==> config.mk <==
export PLATFORM = sky130hd
export DESIGN_NAME = video_timing_paddle
export DESIGN_NICKNAME = d
export VERILOG_FILES = /design/src/rtl/video_timing_paddle.sv
export SDC_FILE = /design/constraint.sdc
export NUM_CORES = 1
export LEC_CHECK = 0
export CORE_MARGIN = 2
export CORE_UTILIZATION = 58
export DETAILED_ROUTE_END_ITERATION = 12
export DONT_BUFFER_PORTS = 1
export GPL_ROUTABILITY_DRIVEN = 0
export HOLD_SLACK_MARGIN = 0.15
export PLACE_DENSITY = 0.76
export SLEW_MARGIN = 15
export SYNTH_ARGS = -nofsm -noshare
export SYNTH_HDL_FRONTEND = slang
export SYNTH_SLANG_ARGS = --single-unit
==> constraint.sdc <==
create_clock -name clk -period 2.4 [get_ports clk]
set_input_delay 0.24 -clock clk [delete_from_list [all_inputs] [get_ports clk]]
set_output_delay 0.24 -clock clk [all_outputs]
set_load 0.01 [all_outputs]
==> src/rtl/video_timing_paddle.sv <==
// video_timing_paddle: pixel-clock divider, parametrised VGA/HDMI raster timing and player paddle.
// Optional macro PADDLE_ACCEL_EN: paddle step doubles after 8 consecutive same-direction frames.
module video_timing_paddle #(
  parameter int          CLK_DIV   = 2,
  parameter int          H_ACTIVE  = 640,
  parameter int          H_FP      = 16,
  parameter int          H_SYNC    = 96,
  parameter int          H_BP      = 48,
  parameter int          V_ACTIVE  = 480,
  parameter int          V_FP      = 10,
  parameter int          V_SYNC    = 2,
  parameter int          V_BP      = 33,
  parameter logic        HS_POL    = 1'b0,
  parameter logic        VS_POL    = 1'b0,
  parameter int          PAD_W     = 64,
  parameter int          PAD_H     = 16,
  parameter int          PAD_STEP  = 4,
  parameter logic [23:0] PAD_COLOR = 24'hFFFFFF,
  parameter logic [23:0] BG_COLOR  = 24'h000000
) (
  input  logic        clk,
  input  logic        reset_n,
  input  logic        restart,
  input  logic        to_left,
  input  logic        to_right,
  output logic        pix_ce,
  output logic        hdmi_hs,
  output logic        hdmi_vs,
  output logic        hdmi_de,
  output logic [23:0] hdmi_data,
  output logic [11:0] pix_x,
  output logic [11:0] pix_y,
  output logic        frame_start,
  output logic [11:0] pad_x
);

  localparam int H_TOTAL = H_SYNC + H_BP + H_ACTIVE + H_FP;
  localparam int V_TOTAL = V_SYNC + V_BP + V_ACTIVE + V_FP;
  localparam int H_START = H_SYNC + H_BP;
  localparam int V_START = V_SYNC + V_BP;
  localparam int DIV_W   = (CLK_DIV > 1) ? $clog2(CLK_DIV) : 1;
  localparam logic [DIV_W-1:0] DIV_LAST = DIV_W'(CLK_DIV - 1);
  localparam logic [11:0] PAD_INIT = 12'((H_ACTIVE - PAD_W) / 2);
  localparam logic [11:0] PAD_MAX  = 12'(H_ACTIVE - PAD_W);

  logic [DIV_W-1:0]   div_r, div_next_s;
  logic [11:0]        h_cnt_r, v_cnt_r, h_next_s, v_next_s;
  logic               left_meta_r, left_sync_r, right_meta_r, right_sync_r;
  logic               frame_tick_s, move_left_s, move_right_s;
  logic               de_s, pad_hit_s;
  logic [11:0]        x_s, y_s;
  logic signed [12:0] step_s, pad_cur_s, pad_try_s;
  logic [11:0]        pad_next_s;

  // Divider and raster counter next-state
  always_comb begin
    div_next_s = (div_r == DIV_LAST) ? {DIV_W{1'b0}} : div_r + DIV_W'(1);
    h_next_s   = (h_cnt_r == 12'(H_TOTAL - 1)) ? 12'd0 : h_cnt_r + 12'd1;
    if (h_cnt_r == 12'(H_TOTAL - 1)) begin
      v_next_s = (v_cnt_r == 12'(V_TOTAL - 1)) ? 12'd0 : v_cnt_r + 12'd1;
    end else begin
      v_next_s = v_cnt_r;
    end
  end

  // Timing decode of the counter value presented this pixel
  always_comb begin
    de_s = (h_cnt_r >= 12'(H_START)) && (h_cnt_r < 12'(H_START + H_ACTIVE)) &&
           (v_cnt_r >= 12'(V_START)) && (v_cnt_r < 12'(V_START + V_ACTIVE));
    x_s  = h_cnt_r - 12'(H_START);
    y_s  = v_cnt_r - 12'(V_START);
    if (de_s) begin
      pad_hit_s = ({1'b0, x_s} >= {1'b0, pad_x}) &&
                  ({1'b0, x_s} < ({1'b0, pad_x} + 13'(PAD_W))) &&
                  (y_s >= 12'(V_ACTIVE - PAD_H));
    end else begin
      pad_hit_s = 1'b0;
    end
  end

  // Pixel divider; pix_ce is registered so it is high exactly while div_r == CLK_DIV-1
  always_ff @(posedge clk or negedge reset_n) begin
    if (!reset_n) begin
      div_r  <= {DIV_W{1'b0}};
      pix_ce <= 1'b0;
    end else if (restart) begin
      div_r  <= {DIV_W{1'b0}};
      pix_ce <= 1'b0;
    end else begin
      div_r  <= div_next_s;
      pix_ce <= (div_next_s == DIV_LAST);
    end
  end

  // Raster counters and registered video outputs, advanced once per pixel
  always_ff @(posedge clk or negedge reset_n) begin
    if (!reset_n) begin
      h_cnt_r     <= 12'd0;
      v_cnt_r     <= 12'd0;
      hdmi_hs     <= ~HS_POL;
      hdmi_vs     <= ~VS_POL;
      hdmi_de     <= 1'b0;
      hdmi_data   <= 24'd0;
      pix_x       <= 12'd0;
      pix_y       <= 12'd0;
      frame_start <= 1'b0;
    end else if (restart) begin
      h_cnt_r     <= 12'd0;
      v_cnt_r     <= 12'd0;
      hdmi_hs     <= ~HS_POL;
      hdmi_vs     <= ~VS_POL;
      hdmi_de     <= 1'b0;
      hdmi_data   <= 24'd0;
      pix_x       <= 12'd0;
      pix_y       <= 12'd0;
      frame_start <= 1'b0;
    end else if (pix_ce) begin
      h_cnt_r     <= h_next_s;
      v_cnt_r     <= v_next_s;
      hdmi_hs     <= (h_cnt_r < 12'(H_SYNC)) ? HS_POL : ~HS_POL;
      hdmi_vs     <= (v_cnt_r < 12'(V_SYNC)) ? VS_POL : ~VS_POL;
      hdmi_de     <= de_s;
      hdmi_data   <= de_s ? (pad_hit_s ? PAD_COLOR : BG_COLOR) : 24'd0;
      pix_x       <= de_s ? x_s : 12'd0;
      pix_y       <= de_s ? y_s : 12'd0;
      frame_start <= (h_cnt_r == 12'd0) && (v_cnt_r == 12'd0);
    end else begin
      h_cnt_r     <= h_cnt_r;
      v_cnt_r     <= v_cnt_r;
    end
  end

  // Two-flop synchronisers for the asynchronous buttons
  always_ff @(posedge clk or negedge reset_n) begin
    if (!reset_n) begin
      left_meta_r  <= 1'b0;
      left_sync_r  <= 1'b0;
      right_meta_r <= 1'b0;
      right_sync_r <= 1'b0;
    end else if (restart) begin
      left_meta_r  <= 1'b0;
      left_sync_r  <= 1'b0;
      right_meta_r <= 1'b0;
      right_sync_r <= 1'b0;
    end else begin
      left_meta_r  <= to_left;
      left_sync_r  <= left_meta_r;
      right_meta_r <= to_right;
      right_sync_r <= right_meta_r;
    end
  end

  assign frame_tick_s = pix_ce && (h_cnt_r == 12'd0) && (v_cnt_r == 12'd0);
  assign move_left_s  = left_sync_r && !right_sync_r;
  assign move_right_s = right_sync_r && !left_sync_r;

`ifdef PADDLE_ACCEL_EN
  logic [3:0] run_r;
  logic       run_right_r;

  // Step doubles once the same-direction run has saturated
  always_comb begin
    if (run_r == 4'd8) begin
      step_s = 13'(2 * PAD_STEP);
    end else begin
      step_s = 13'(PAD_STEP);
    end
  end

  // Consecutive same-direction frame counter; a reversal starts a fresh run
  always_ff @(posedge clk or negedge reset_n) begin
    if (!reset_n) begin
      run_r       <= 4'd0;
      run_right_r <= 1'b0;
    end else if (restart) begin
      run_r       <= 4'd0;
      run_right_r <= 1'b0;
    end else if (frame_tick_s) begin
      if (move_left_s || move_right_s) begin
        if ((run_r != 4'd0) && (run_right_r == move_right_s)) begin
          run_r <= (run_r == 4'd8) ? 4'd8 : run_r + 4'd1;
        end else begin
          run_r <= 4'd1;
        end
        run_right_r <= move_right_s;
      end else begin
        run_r <= 4'd0;
      end
    end else begin
      run_r <= run_r;
    end
  end
`else
  assign step_s = 13'(PAD_STEP);
`endif

  // Clamped paddle move; signed 13-bit so a left step never wraps below zero
  always_comb begin
    pad_cur_s  = $signed({1'b0, pad_x});
    pad_try_s  = pad_cur_s;
    pad_next_s = pad_x;
    if (move_left_s) begin
      pad_try_s  = pad_cur_s - step_s;
      pad_next_s = (pad_try_s < 13'sd0) ? 12'd0 : pad_try_s[11:0];
    end else if (move_right_s) begin
      pad_try_s  = pad_cur_s + step_s;
      pad_next_s = (pad_try_s > $signed({1'b0, PAD_MAX})) ? PAD_MAX : pad_try_s[11:0];
    end else begin
      pad_next_s = pad_x;
    end
  end

  // Paddle position only changes at the frame-start pixel
  always_ff @(posedge clk or negedge reset_n) begin
    if (!reset_n) begin
      pad_x <= PAD_INIT;
    end else if (restart) begin
      pad_x <= PAD_INIT;
    end else if (frame_tick_s) begin
      pad_x <= pad_next_s;
    end else begin
      pad_x <= pad_x;
    end
  end

endmodule

==> impl_metrics.toml, run 1 <==
[die]
fp.dieH_microns = 93.3
pin_count = 70
start_util_pct = 59.9
core_area_sq_um = 7730
die_area_sq_um = 8710
die_w_microns = 93.3
row_count = 32

[global_routing]
grt.total_usage_pct = 28.9
grt_pass1_wl_microns = 19700
grt_max_degree = 69
grt_overflow = 0
grt_pass1_vias = 3990
grt_antenna_before_repair = 0

[sta]
timing.final.ws_setup_ps = 62.1
max_slew_margin_pct = 60.2
rsz0062_at_grt = "true"
fin_crit_sh_pct = 97.4
whs_ps = 170
min_period_ps = 2340
tightestPinTransition_ps = 589
fmax_mhz = 428
setup_violations = 0
final_max_slew_viol_count = 0
fin_skew_ps = 10.4
finalHoldViolCount = 0

[status]
outcome = "complete, no violations"

[setup_path]
crit_path_start = "h_cnt_r[5]"
reg2reg_setup_slack_ps = 60
r2r_start = "h_cnt_r[5]"
critPathCaptureType = "flip-flop"
r2r_cells = 10
crit_type = "reg -> reg"
worstPathMaxFanout = 3
crit_end = "hdmi_data[22]"
r2r-end = "hdmi_data[22]"
start_kind = "flip-flop"
required_ps = 2670
crit_arrival_ps = 2610

[yosys]
synthArstFlopShare_pct = 100
synth-seq-cells = 68
synth_top_area_share_pct = 34.6
syn_area_sq_um = 4630
synth.distinct_cells = 65
yosysWarnings = 0
syn_inst = 529
avgSynthCellArea_sq_um = 8.75
ys_seq_area_share_pct = 36.9
yosys.area.top_type = "dfrtp_1"
synth-edff-count = 0
synth.area.top_cells = "dfrtp_1, ha_1, o21ai_0, buf_4, nand2_1"
ys.flop_type = "dfrtp_1"

[pwr]
p_int_w = 0.00198
finalPower_w = 0.00271
peakVddDrop_mv = 0.305
p_sw_w = 0.000733
pwr-share-seq_pct = 44.9
comb_power_share_pct = 16.0
power_density_nw_per_um2 = 502
clockPowerShare_pct = 39.1
leakagePower_nw = 2.40
sw_frac_of_total_pct = 27.1

[detailed_routing]
wire_per_inst_microns = 18.3
ant_nets = 0
vias = 4119
remaining_drc_errors = 0
routed_via_density = 6.18
wirelength_microns = 12200
drtIter0Drc = 357
dr.pass1.iters = 7

[cts]
cts_root_buf = "clkbuf_8"
h-tree-depth = 3
clock_path_buffers = 2
worstSkewPairLatency_ps = 350
numCtsBuffers = 9
cts.sink_count = 68
clk_pin_slew_worst_paths_ps = 80
cts_tree = "done"

[layout]
antenna_cells = 0
drive_gt1_share_pct = 21.4
final_common_cell = "buf_4"
layout_common_cells = "buf_4, dfrtp_1, nand2_1, o21ai_0, nor2_1"
nets = 593
area_growth_pct = 16.6

[min_path]
hp-class = "in -> reg"
hold_path_startpoint = "restart"

[run]
cap_viol_max_count = 0

[placement]
io_buffer_count = 0
dp_slack_ps = -85.4
dp_hpwl_microns = 8540
==> timing repair <==
item,4_1_cts,5_1_grt
endpoints found under the setup margin,3,23
pin swaps,8,10
buffers inserted,4,4
endpoints found under the hold margin,79,0
hold buffers,5,0
gates resized for setup,8,16
==> power by group through the flow <==
stage                     Sequential (W)  Combinational [W]  Clock [W]
after global placement           0.00124           0.000361          0
after global routing             0.00122           0.000483    0.00111
after floorplan                  0.00123           0.000256          0
after CTS                        0.00121           0.000414    0.00107
after detailed placement         0.00124           0.000372          0
final                            0.00122           0.000434    0.00106
==> state kept, by name, indices dropped and copies added, names as in the netlist <==
signal        flops
pad_x            10
left_meta_r       1
pix_y            12
right_sync_r      1
frame_start       1
pix_x            12
hdmi_hs           1
div_r             1
hdmi_vs           1
left_sync_r       1
hdmi_data         1
right_meta_r      1
hdmi_de           1
v_cnt_r          12
h_cnt_r          12
==> metrics by stage <==
step                      setup TNS [ps]  cells  utilization (%)  instance area (sq um)
final                                  0    667             69.9                   5400
after CTS                              0    663             68.7                   5310
after detailed placement            -101    638             63.9                   4940
after global routing                -294    667             69.9                   5400
after global placement                 0    638             63.9                   4940
after floorplan                        0    530                -                   4640
==> final cells by class <==
| class | count | area, sq um |
|---|---|---|
| multi-input combinational | 377 | 2600 |
| clock buffer | 12 | 145 |
| sequential | 68 | 1710 |
| fill | 568 | 2330 |
| tap | 102 | 128 |
| timing repair buffer | 78 | 638 |
| inverter | 26 | 101 |
| clock inverter | 4 | 73.8 |
==> worst min-delay path by stage <==
stage                          end  cells after the start
final                     pad_x[4]                      3
after global routing      pad_x[4]                      3
after CTS                 pad_x[4]                      3
after detailed placement  pad_x[7]                      0
after global placement    pad_x[2]                      0
after floorplan              div_r                      0
==> metal layers <==
metal / routed length (microns) / track usage [%]
met5: 0 / 0
met4: 329 / 11.8
met3: 1020 / 4.67
met2: 5660 / 45.3
met1: 5170 / 40.1
==> cells in the mapped netlist (2+ instances only) <==
master     instances
a22oi_1            2
a211oi_1           4
xnor2_1           20
nor3_1            18
nor2b_1            6
nor2_1            37
a31oi_1            7
a2111oi_2          3
buf_2              3
nand2_1           49
xor2_1            15
and2_1             5
or3_1              6
nor3b_1            4
mux2i_1            2
o31a_1             2
dfstp_2            4
a41oi_1            2
a22o_1            10
buf_4             25
a31o_2             2
o31ai_1            6
nor4b_1            3
o2111ai_1          2
o211ai_1           3
buf_6              2
and3_1             6
nand4b_1           3
o22ai_1            3
inv_1             25
a21o_1             5
nand2b_1           5
nand4_1            8
nor4_1             9
o21ai_0           45
dfrtp_1           64
a21oi_1           14
ha_1              28
clkbuf_1          28
nand3_1           19
==> critical path: stages, from the launching register on <==
cell and delay, ps:
dfrtp_1 400, buf_6 130, o31a_1 310, nor4_2 240, xor2_1 260, ha_1 300, a21oi_2 150, o2bb2ai_1 120
a31o_2 110, o311ai_1 80, o21ai_1 150
==> logic make-up after synthesis <==
group	after synthesis	share of synthesized area, %
other	1	0.0810
buffers and inverters	85	9.32
AOI/OAI and AO/OA	124	18.6
adders and majority gates	28	7.57
xor gates and xnor gates	35	6.62
muxes	3	0.676
DFF	68	36.9
and+or+nand+nor	185	20.3
(Power assumes the default switching activity.)
==> run 2: changes to the inputs <==
CTS_CLUSTER_SIZE = 24   (was default)
==> results of run 2 <==
Final layout, timing and power as in run 1 (identical DEF).
==> run 3: changes to the inputs <==
CELL_PAD_IN_SITES_DETAIL_PLACEMENT = 1   (was default)
CELL_PAD_IN_SITES_GLOBAL_PLACEMENT = 1   (was default)
CORE_UTILIZATION = 44   (was 58)
PLACE_DENSITY = default   (was 0.76)
PLACE_DENSITY_LB_ADDON = 0.1   (was default)
==> run 3 against run 2 <==
The flow now finishes with violations (setup timing). Combinational power rose by 4.6%. First-iteration DRC count fell by 41%. Non-clock buffer count rose by 16. Hold slack improved by 3.4 ps. Clock-buffer cell count fell by 1. Sequential power barely moved. Cell count rose by 7.5%. Critical path type unchanged. Critical endpoint unchanged. Largest power group unchanged.
==> impl_metrics.toml, run 3 (synthesized netlist as in run 1, its figures left out) <==
[status]
outcome = "complete, but fails checks"
violations = "setup timing"

[detailed_routing]
dr.pass1.iters = 6
ant_nets = 0
drtIter0Drc = 209
vias = 4166
wirelength_microns = 14700
wire_per_inst_microns = 20.4
routed_via_density = 5.81
remaining_drc_errors = 0

[layout]
layout_common_cells = "buf_4, dfrtp_1, nand2_1, o21ai_0, nor2_1"
area_growth_pct = 20.4
post-route-util_pct = 54.2
drive_gt1_share_pct = 25.6
nets = 609
multiInputGateArea_sq_um = 2630
n_fill_cell = 1217
antenna_cells = 0
ff_latch_area_sq_um = 1710
final_common_cell = "buf_4"

[pwr]
clockPowerShare_pct = 39.8
comb_power_share_pct = 16.3
leakagePower_nw = 2.47
peakVddDrop_mv = 0.282
p_sw_w = 0.000794
p_int_w = 0.00199
power_density_nw_per_um2 = 500
pwr-share-seq_pct = 43.9
sw_frac_of_total_pct = 28.5

[setup_path]
crit_type = "reg -> reg"
r2r_start = "h_cnt_r[4]"
crit_path_start = "h_cnt_r[4]"
r2r-end = "hdmi_data[22]"
crit_arrival_ps = 2650
r2r_cells = 11
required_ps = 2650
critPathCaptureType = "flip-flop"
start_kind = "flip-flop"
crit_end = "hdmi_data[22]"
reg2reg_setup_slack_ps = -5
worstPathMaxFanout = 2

[die]
fp.dieH_microns = 107
core_area_sq_um = 10300
pin_count = 70
die_w_microns = 107
start_util_pct = 45.0
row_count = 37
die_area_sq_um = 11400

[cts]
cts.sink_count = 68
worstSkewPairLatency_ps = 370
clock_path_buffers = 2
clk_pin_slew_worst_paths_ps = 80
h-tree-depth = 3
cts_tree = "done"
numCtsBuffers = 9
cts_root_buf = "clkbuf_8"

[global_routing]
grt_overflow = 0
grt_pass1_vias = 4436
grt_max_degree = 69
grt.total_usage_pct = 26.9
grt_antenna_before_repair = 0
grt_pass1_wl_microns = 23600

[placement]
dp_hpwl_microns = 10700
dp_slack_ps = -140
io_buffer_count = 0

[sta]
tightestPinTransition_ps = 659
whs_ps = 173
final_max_slew_viol_count = 0
fin_skew_ps = 9.41
max_slew_margin_pct = 56.4
min_period_ps = 2400
setup-tns-final_ps = -4.56
setup_violations = 1
rsz0062_at_grt = "true"
fin_crit_sh_pct = 100
fmax_mhz = 416
finalHoldViolCount = 0
timing.final.ws_setup_ps = -4.56

[min_path]
hp-class = "in -> reg"

[run]
cap_viol_max_count = 0
## run 3: worst min path at each step
stage                        to  depth (start not counted)    start  slack [ps]
finish              h_cnt_r[10]                          3  restart         170
global placement       pad_x[4]                          0  reset_n         -50
CTS                    pad_x[9]                          3  restart         170
global route           pad_x[9]                          3  restart         180
floorplan                 div_r                          0  reset_n         -60
detailed placement     pad_x[2]                          0  reset_n         -50
## run 3: final cells by class
| class | instances | area share [%] |
|---|---|---|
| clock buffers | 11 | 2.54 |
| clock inverters | 5 | 1.53 |
| inverters | 26 | 1.75 |
| multi-input cells | 377 | 47.2 |
| flip-flops and latches | 68 | 30.7 |
| well taps | 136 | 3.05 |
| repair buffers | 94 | 13.2 |
## run 3: power groups by stage
stage / Combinational, W / Clock, W / Sequential, W
after CTS: 0.000443 / 0.00114 / 0.00122
after floorplan: 0.000256 / 0 / 0.00123
after global routing: 0.000506 / 0.00119 / 0.00123
after detailed placement: 0.000401 / 0 / 0.00124
final: 0.000454 / 0.00111 / 0.00122
after global placement: 0.000385 / 0 / 0.00124
## run 3: metal layers
metal	vias to the layer above	global-route usage (%)	part of all wire, %	wire length, microns
met1	2119	33.4	43	6360
met4	0	10.5	2.6	380
met5	-	0	0	0
met3	34	5.29	3.2	464
met2	71	46.1	51	7460
li1	1942	-	-	-
## run 3: timing repair
action                                  CTS  global route
pin swaps                                 4             3
resized for setup                         7            24
cloned                                    0             0
endpoints found under the setup margin    3            23
hold endpoints to repair                 77             0
buffers inserted                          3             3
hold buffers                              5             0
## run 3: worst max-delay path, stage by stage, from the launching register on
cell and delay, ps:
dfrtp_1 390, inv_2 90, ha_4 160, nand2b_4 70
a211oi_4 300, xor2_2 120, buf_4 150, buf_4 130
ha_1 280, a21o_1 190, a211oi_1 290, o21ai_1 110
## run 3: stage by stage
step,cell area [sq um],total power [W],instances
global placement,5100,0.00163,690
floorplan,4640,0.00148,530
detailed placement,5100,0.00165,690
global route,5570,0.00292,717
CTS,5450,0.00280,714
finish,5570,0.00279,717
